[config.mk]
export PLATFORM = sky130hd
export DESIGN_NAME = hitframe_tx_flat
export DESIGN_NICKNAME = d
export VERILOG_FILES = /design/src/rtl/hitframe_tx_if.sv /design/src/rtl/hitframe_tx.sv /design/src/flat_wrapper.sv
export SDC_FILE = /design/constraint.sdc
export NUM_CORES = 1
export LEC_CHECK = 0
export CORE_UTILIZATION = 40
export CTS_CLUSTER_SIZE = 28
export DETAILED_ROUTE_END_ITERATION = 12
export PLACE_DENSITY_LB_ADDON = 0.3
export SLEW_MARGIN = 10
export SYNTH_ARGS = -nofsm -noshare
export SYNTH_HDL_FRONTEND = slang
export SYNTH_SLANG_ARGS = --single-unit
[constraint.sdc]
create_clock -name SYSCLK -period 1.81 [get_ports SYSCLK]
set_input_delay 0.362 -clock SYSCLK [delete_from_list [all_inputs] [get_ports SYSCLK]]
set_output_delay 0.362 -clock SYSCLK [all_outputs]
set_load 0.005 [all_outputs]
[src/rtl/hitframe_tx_if.sv]
// Counter-bank read port plus byte data channel between hitframe_tx and the RAM dump side.
interface hitframe_tx_if;
    logic [7:0]  cnt_addr;
    logic [31:0] cnt_data;
    logic        cnt_clr;
    logic        dumpMem;
    logic        write_En_datachannel;
    logic [7:0]  data_datachannel;
    logic        dumpdone;

    modport master (
        output cnt_addr, cnt_clr, dumpMem, write_En_datachannel, data_datachannel,
        input  cnt_data, dumpdone
    );

    modport slave (
        input  cnt_addr, cnt_clr, dumpMem, write_En_datachannel, data_datachannel,
        output cnt_data, dumpdone
    );
endinterface

[src/rtl/hitframe_tx.sv]
// Hit-counter frame transmitter: on trigger, streams NWORDS 32-bit counters MSB-first as bytes.
// Optional read-and-clear of each counter when HITFRAME_TX_CLEAR_EN is defined.
module hitframe_tx #(
    parameter int NWORDS     = 256,
    parameter int STROBE_GAP = 0
) (
    input  logic          SYSCLK,
    input  logic          reset,
    input  logic          trigger,
    output logic          busy,
    output logic          trig_dropped,
    hitframe_tx_if.master link
);
    typedef enum logic [2:0] {IDLE, REQ, FETCH, SEND, GAP, DRAIN} state_e;

    localparam logic [9:0] LAST_BYTE = 10'(4 * NWORDS - 1);
    localparam logic [7:0] LAST_WORD = 8'(NWORDS - 1);
    localparam logic [3:0] GAP_LAST  = 4'((STROBE_GAP > 0) ? STROBE_GAP - 1 : 0);

    state_e      state_q, state_d;
    logic [9:0]  bcnt_q, bcnt_d;
    logic [7:0]  wcnt_q, wcnt_d;
    logic [3:0]  gcnt_q, gcnt_d;
    logic [31:0] sreg_q, sreg_d;
    logic        done_q, done_d;
    logic        strobe, last_byte, load;

    assign strobe    = (state_q == SEND);
    assign last_byte = (bcnt_q == LAST_BYTE);
    // Next word is loaded on the strobe of byte 3; its address went out at byte 2.
    assign load      = (state_q == FETCH) | (strobe & (bcnt_q[1:0] == 2'd3) & ~last_byte);

    always_ff @(posedge SYSCLK) begin
        if (reset) begin
            state_q <= IDLE;
            bcnt_q  <= '0;
            wcnt_q  <= '0;
            gcnt_q  <= '0;
            sreg_q  <= '0;
            done_q  <= 1'b0;
        end else begin
            state_q <= state_d;
            bcnt_q  <= bcnt_d;
            wcnt_q  <= wcnt_d;
            gcnt_q  <= gcnt_d;
            sreg_q  <= sreg_d;
            done_q  <= done_d;
        end
    end

    always_comb begin
        state_d = state_q;
        bcnt_d  = bcnt_q;
        wcnt_d  = wcnt_q;
        gcnt_d  = gcnt_q;
        sreg_d  = sreg_q;
        done_d  = done_q;
        if (state_q != IDLE && link.dumpdone) done_d = 1'b1;
        if (load) sreg_d = link.cnt_data;
        else if (strobe) sreg_d = {sreg_q[23:0], 8'h00};
        case (state_q)
            IDLE: begin
                bcnt_d = '0;
                wcnt_d = '0;
                gcnt_d = '0;
                done_d = 1'b0;
                if (trigger) state_d = REQ;
            end
            REQ:   state_d = FETCH;
            FETCH: state_d = SEND;
            SEND: begin
                bcnt_d = bcnt_q + 10'd1;
                gcnt_d = '0;
                // Advance after byte 1 so the address is stable from byte 2 onward.
                if (bcnt_q[1:0] == 2'd1 && wcnt_q != LAST_WORD) wcnt_d = wcnt_q + 8'd1;
                if (last_byte) state_d = DRAIN;
                else if (STROBE_GAP > 0) state_d = GAP;
            end
            GAP: begin
                gcnt_d = gcnt_q + 4'd1;
                if (gcnt_q == GAP_LAST) state_d = SEND;
            end
            DRAIN: begin
                if (done_q || link.dumpdone) begin
                    state_d = IDLE;
                    bcnt_d  = '0;
                    wcnt_d  = '0;
                end
            end
            default: state_d = IDLE;
        endcase
    end

    assign link.cnt_addr             = wcnt_q;
    assign link.dumpMem              = (state_q == REQ);
    assign link.write_En_datachannel = strobe;
    assign link.data_datachannel     = strobe ? sreg_q[31:24] : 8'h00;
    assign busy                      = (state_q != IDLE);
    assign trig_dropped              = busy & trigger;

`ifdef HITFRAME_TX_CLEAR_EN
    assign link.cnt_clr = load;
`else
    assign link.cnt_clr = 1'b0;
`endif
endmodule

[src/flat_wrapper.sv]
// flat-port wrapper written by rule: the top's interface ports become plain ports
module hitframe_tx_flat 
#(
    parameter int NWORDS     = 256,
    parameter int STROBE_GAP = 0
)
  (SYSCLK, reset, trigger, busy, trig_dropped, link_cnt_addr, link_cnt_clr, link_dumpMem, link_write_En_datachannel, link_data_datachannel, link_cnt_data, link_dumpdone);
  hitframe_tx_if link_i ();
  input  logic SYSCLK;
  input  logic reset;
  input  logic trigger;
  output logic busy;
  output logic trig_dropped;
  output wire logic [$bits(link_i.cnt_addr)-1:0] link_cnt_addr;
  output wire logic [$bits(link_i.cnt_clr)-1:0] link_cnt_clr;
  output wire logic [$bits(link_i.dumpMem)-1:0] link_dumpMem;
  output wire logic [$bits(link_i.write_En_datachannel)-1:0] link_write_En_datachannel;
  output wire logic [$bits(link_i.data_datachannel)-1:0] link_data_datachannel;
  input wire logic [$bits(link_i.cnt_data)-1:0] link_cnt_data;
  input wire logic [$bits(link_i.dumpdone)-1:0] link_dumpdone;
  assign link_cnt_addr = link_i.cnt_addr;
  assign link_cnt_clr = link_i.cnt_clr;
  assign link_dumpMem = link_i.dumpMem;
  assign link_write_En_datachannel = link_i.write_En_datachannel;
  assign link_data_datachannel = link_i.data_datachannel;
  assign link_i.cnt_data = link_cnt_data;
  assign link_i.dumpdone = link_dumpdone;
  hitframe_tx #(.NWORDS(NWORDS), .STROBE_GAP(STROBE_GAP)) u_core (.SYSCLK(SYSCLK), .reset(reset), .trigger(trigger), .busy(busy), .trig_dropped(trig_dropped), .link(link_i));
endmodule
==> reports/qor.json <==
{
  "die": {
    "start_util": 0.419,
    "rows": 31,
    "height_of_the_die_um": 89.7,
    "design.portCount": 57,
    "design.die.area_mm2": 0.00804,
    "dieWidth_um": 89.7,
    "core-area_mm2": 0.00733
  },
  "hold_path": {
    "path_class_of_the_lowest_slack_min_delay_path": "reg -> reg"
  },
  "worst_setup_path": {
    "worstSetupPathType": "reg -> out",
    "critical_path.most_common_cell": "sky130_fd_sc_hd__buf_6",
    "critical_path.startpoint_type": "flip-flop",
    "flop2flop_setup_slack_ns": 0.05,
    "cp_data_arrival_time_ns": 1.59,
    "crit_path_cell_trace": "nand2b_4 > or2_4 > buf_6 > clkinvlp_4 > buf_6 > and2_4 > buf_6",
    "crit_path_max_fanout": 3,
    "max_stage_delay_ns": 0.32,
    "cpMaxStageDelayCell": "sky130_fd_sc_hd__dfxtp_2",
    "worstSetupEndpointType": "output pin",
    "worst-endpoint-required_ns": 1.45
  },
  "yosys": {
    "synth.area.mux_share": 0.00651,
    "synth.top_cell.area_share": 0.378,
    "syn_nets": 428,
    "synth_enable_flop_cells": 0,
    "synth-seq-cells": 58,
    "synth.cell_area_mm2": 0.00307,
    "syn_area_per_cell_um2": 7.94,
    "synth_xor_xnor_area_share": 0,
    "synth-warning-count": 0,
    "post_synth_inst_count": 387,
    "asyncSetResetFlopFracSynth": 0,
    "synth_compound_area_frac": 0.243,
    "post_synth_fa_ha_maj_area_fraction": 0.0204,
    "synth-simple-area-share": 0.283,
    "synth.lib_cells_used.distinct": 53,
    "synth.area.top_cells": "sky130_fd_sc_hd__dfxtp_1 (38%), sky130_fd_sc_hd__nor3_1 (8.5%), sky130_fd_sc_hd__nand2_1 (6.0%)",
    "ys.flop_type": "sky130_fd_sc_hd__dfxtp_1",
    "synth_top_family_by_area": "simple AND/OR/NAND/NOR gates",
    "yosysTopAreaCell": "sky130_fd_sc_hd__dfxtp_1",
    "synth_sequential_area_ratio": 0.378
  },
  "global_route": {
    "global_route_wire_length_before_repair_mm": 13.3,
    "gr-usage-all-layers": 0.215,
    "grt_overflow_total": 0,
    "antenna_found_initial": 0,
    "first_global_vias": 2842,
    "grt_max_degree": 58
  },
  "cts": {
    "clkLatencyLatePin_ns": 0.34,
    "cts_max_path_buffers": 2,
    "cts.htree.levels": 3,
    "numClockSinks": 58,
    "cts_tree": "done",
    "cts.root.buffer_cell": "sky130_fd_sc_hd__clkbuf_8",
    "numCtsBuffers": 9,
    "cts.clk_slew.worst_paths_ns": 0.07
  },
  "sta": {
    "report.final.hold_viol_count": 0,
    "report.final.slew_viol_count": 0,
    "fin_ws_ns": -0.144,
    "timing.final.crit_share": 1.08,
    "setup-violations-final": 9,
    "layout_min_cycle_time_ns": 1.95,
    "fin_worst_hold_slack_ns": 0.459,
    "max_freq_ghz": 0.512,
    "fin_setup_tns_ns": -0.664,
    "rsz0062_at_grt": "true",
    "final.setup_skew_ns": 0.00653
  },
  "layout": {
    "layout_commonest_cell": "sky130_fd_sc_hd__dfxtp_1",
    "synthToLayoutAreaGrowth_pct": 36.8,
    "antenna_diodes": 0,
    "leading_cell_types_in_the_layout_fill_and_taps_excluded": "sky130_fd_sc_hd__dfxtp_1 (55), sky130_fd_sc_hd__nor3_1 (51), sky130_fd_sc_hd__nand2_1 (49), sky130_fd_sc_hd__clkdlybuf4s50_1 (43), sky130_fd_sc_hd__o21ai_0 (32)",
    "design.final.nets": 501,
    "layout_cell_share_with_drive_strength_beyond_1": 0.181
  },
  "detailed_routing": {
    "routed-via-count": 3111,
    "route.detailed.drc": 0,
    "routed_wire_length_per_instance_um": 14.7,
    "first_iter_violations": 247,
    "antenna_left": 0,
    "detail_route.wirelength_mm": 8.28,
    "avgViaCountPerCell": 5.52,
    "count_of_tritonroute_iterations_in_the_first_routing_pass": 6
  },
  "run_status": {
    "violations": "negative setup slack",
    "status": "finished with violations"
  },
  "pwr": {
    "vdd_ir_drop_max_v": 0.000385,
    "power.static_leakage_nw": 1.42,
    "post-layout-total-power_mw": 3.28,
    "pd_cells_mw_per_mm2": 780
  },
  "place": {
    "post_detail_place_hpwl_mm": 5.21,
    "globalplace.congestion": 0.807,
    "port_buffers": 55
  },
  "run": {
    "cap_violations": 0
  }
}
path summary, 6_finish.rpt:
kind | depth (start not counted) | from | to
hold reg to reg | 2 | u_core.sreg_q[6] | u_core.sreg_q[6]
hold / removal | 2 | u_core.sreg_q[6] | u_core.sreg_q[6]
setup reg to reg | 9 | u_core.state_q[1] | u_core.bcnt_q[2]
setup / recovery | 7 | u_core.state_q[2] | link_data_datachannel[6]
what timing repair did:
| action | CTS | global route |
|---|---|---|
| gates cloned | 1 | 0 |
| buffers inserted | 9 | 4 |
| endpoints found under the setup margin | 12 | 43 |
| pin swaps | 8 | 3 |
| hold buffers | 0 | 0 |
| gates resized for setup | 54 | 18 |
metrics by stage:
stage | worst slack [ns] | instance area [µm²] | utilization | std cells
after floorplan | 0.185 | 3070 | - | 387
after global placement | -0.178 | 3810 | 0.520 | 534
after detailed placement | -0.219 | 3810 | 0.520 | 534
after CTS | -0.150 | 4110 | 0.561 | 560
after global routing | -0.165 | 4200 | 0.573 | 564
final | -0.144 | 4200 | 0.573 | 564
state kept, by name, summed over array words and instances, names as in the netlist:
register              count
u_core.bcnt_q            10
u_core.link.cnt_addr      8
u_core.state_q            3
u_core.gcnt_q             4
u_core.sreg_q            32
u_core.done_q             1
cells in the mapped netlist (3+ instances only):
cell type	number
sky130_fd_sc_hd__a21oi_1	25
sky130_fd_sc_hd__nand3_1	9
sky130_fd_sc_hd__inv_1	12
sky130_fd_sc_hd__o21ai_0	32
sky130_fd_sc_hd__ha_1	5
sky130_fd_sc_hd__nor2b_1	7
sky130_fd_sc_hd__nand4_1	3
sky130_fd_sc_hd__a2111oi_0	19
sky130_fd_sc_hd__o31ai_1	9
sky130_fd_sc_hd__or3_1	3
sky130_fd_sc_hd__nor2_1	10
sky130_fd_sc_hd__and2_1	11
sky130_fd_sc_hd__nor3_1	52
sky130_fd_sc_hd__nand2b_1	3
sky130_fd_sc_hd__buf_2	11
sky130_fd_sc_hd__nand2_1	49
sky130_fd_sc_hd__buf_4	4
sky130_fd_sc_hd__or4_1	8
sky130_fd_sc_hd__dfxtp_1	58
sky130_fd_sc_hd__clkbuf_1	11
sky130_fd_sc_hd__a2111oi_1	5
critical path, delay by kind of cell, from the launching register on:
family                 cells  cell delay (ns)
buffers and inverters      4             0.42
and+or+nand+nor            3             0.52
DFF                        1             0.32
cells by family (layout without fill, tap and decap cells):
family	Yosys count	after routing
AO/OA/AOI/OAI	111	111
adder cells (fa/ha/maj)	5	5
buffers and inverters	42	120
flip-flops	58	58
multiplexers	2	2
other	1	1
AND/OR/NAND/NOR	168	168
layer usage:
layer / vias up / share of wire / global-route usage
li1: 1570 / - / -
met1: 1447 / 0.46 / 0.285
met2: 84 / 0.47 / 0.353
met3: 10 / 0.053 / 0.0283
met4: 0 / 0.013 / 0.0866
met5: - / 0 / 0
area by class of cell:
type / instances / area, µm²
flip-flops and latches: 58 / 1170
clock buffers: 11 / 151
well taps: 99 / 124
repair inverters: 1 / 7.51
clock inverters: 5 / 52.6
inverters: 12 / 48.8
multi-input cells: 287 / 1750
repair buffers: 91 / 901
fillers: 691 / 3130
where the power goes:
group	internal (mW)	switching [mW]	total [mW]
Combinational	0.309	0.339	0.649
Clock	0.703	0.525	1.23
Sequential	1.36	0.0450	1.40
Total	2.37	0.909	3.28
No activity file was read; power rests on OpenSTA's default activity.
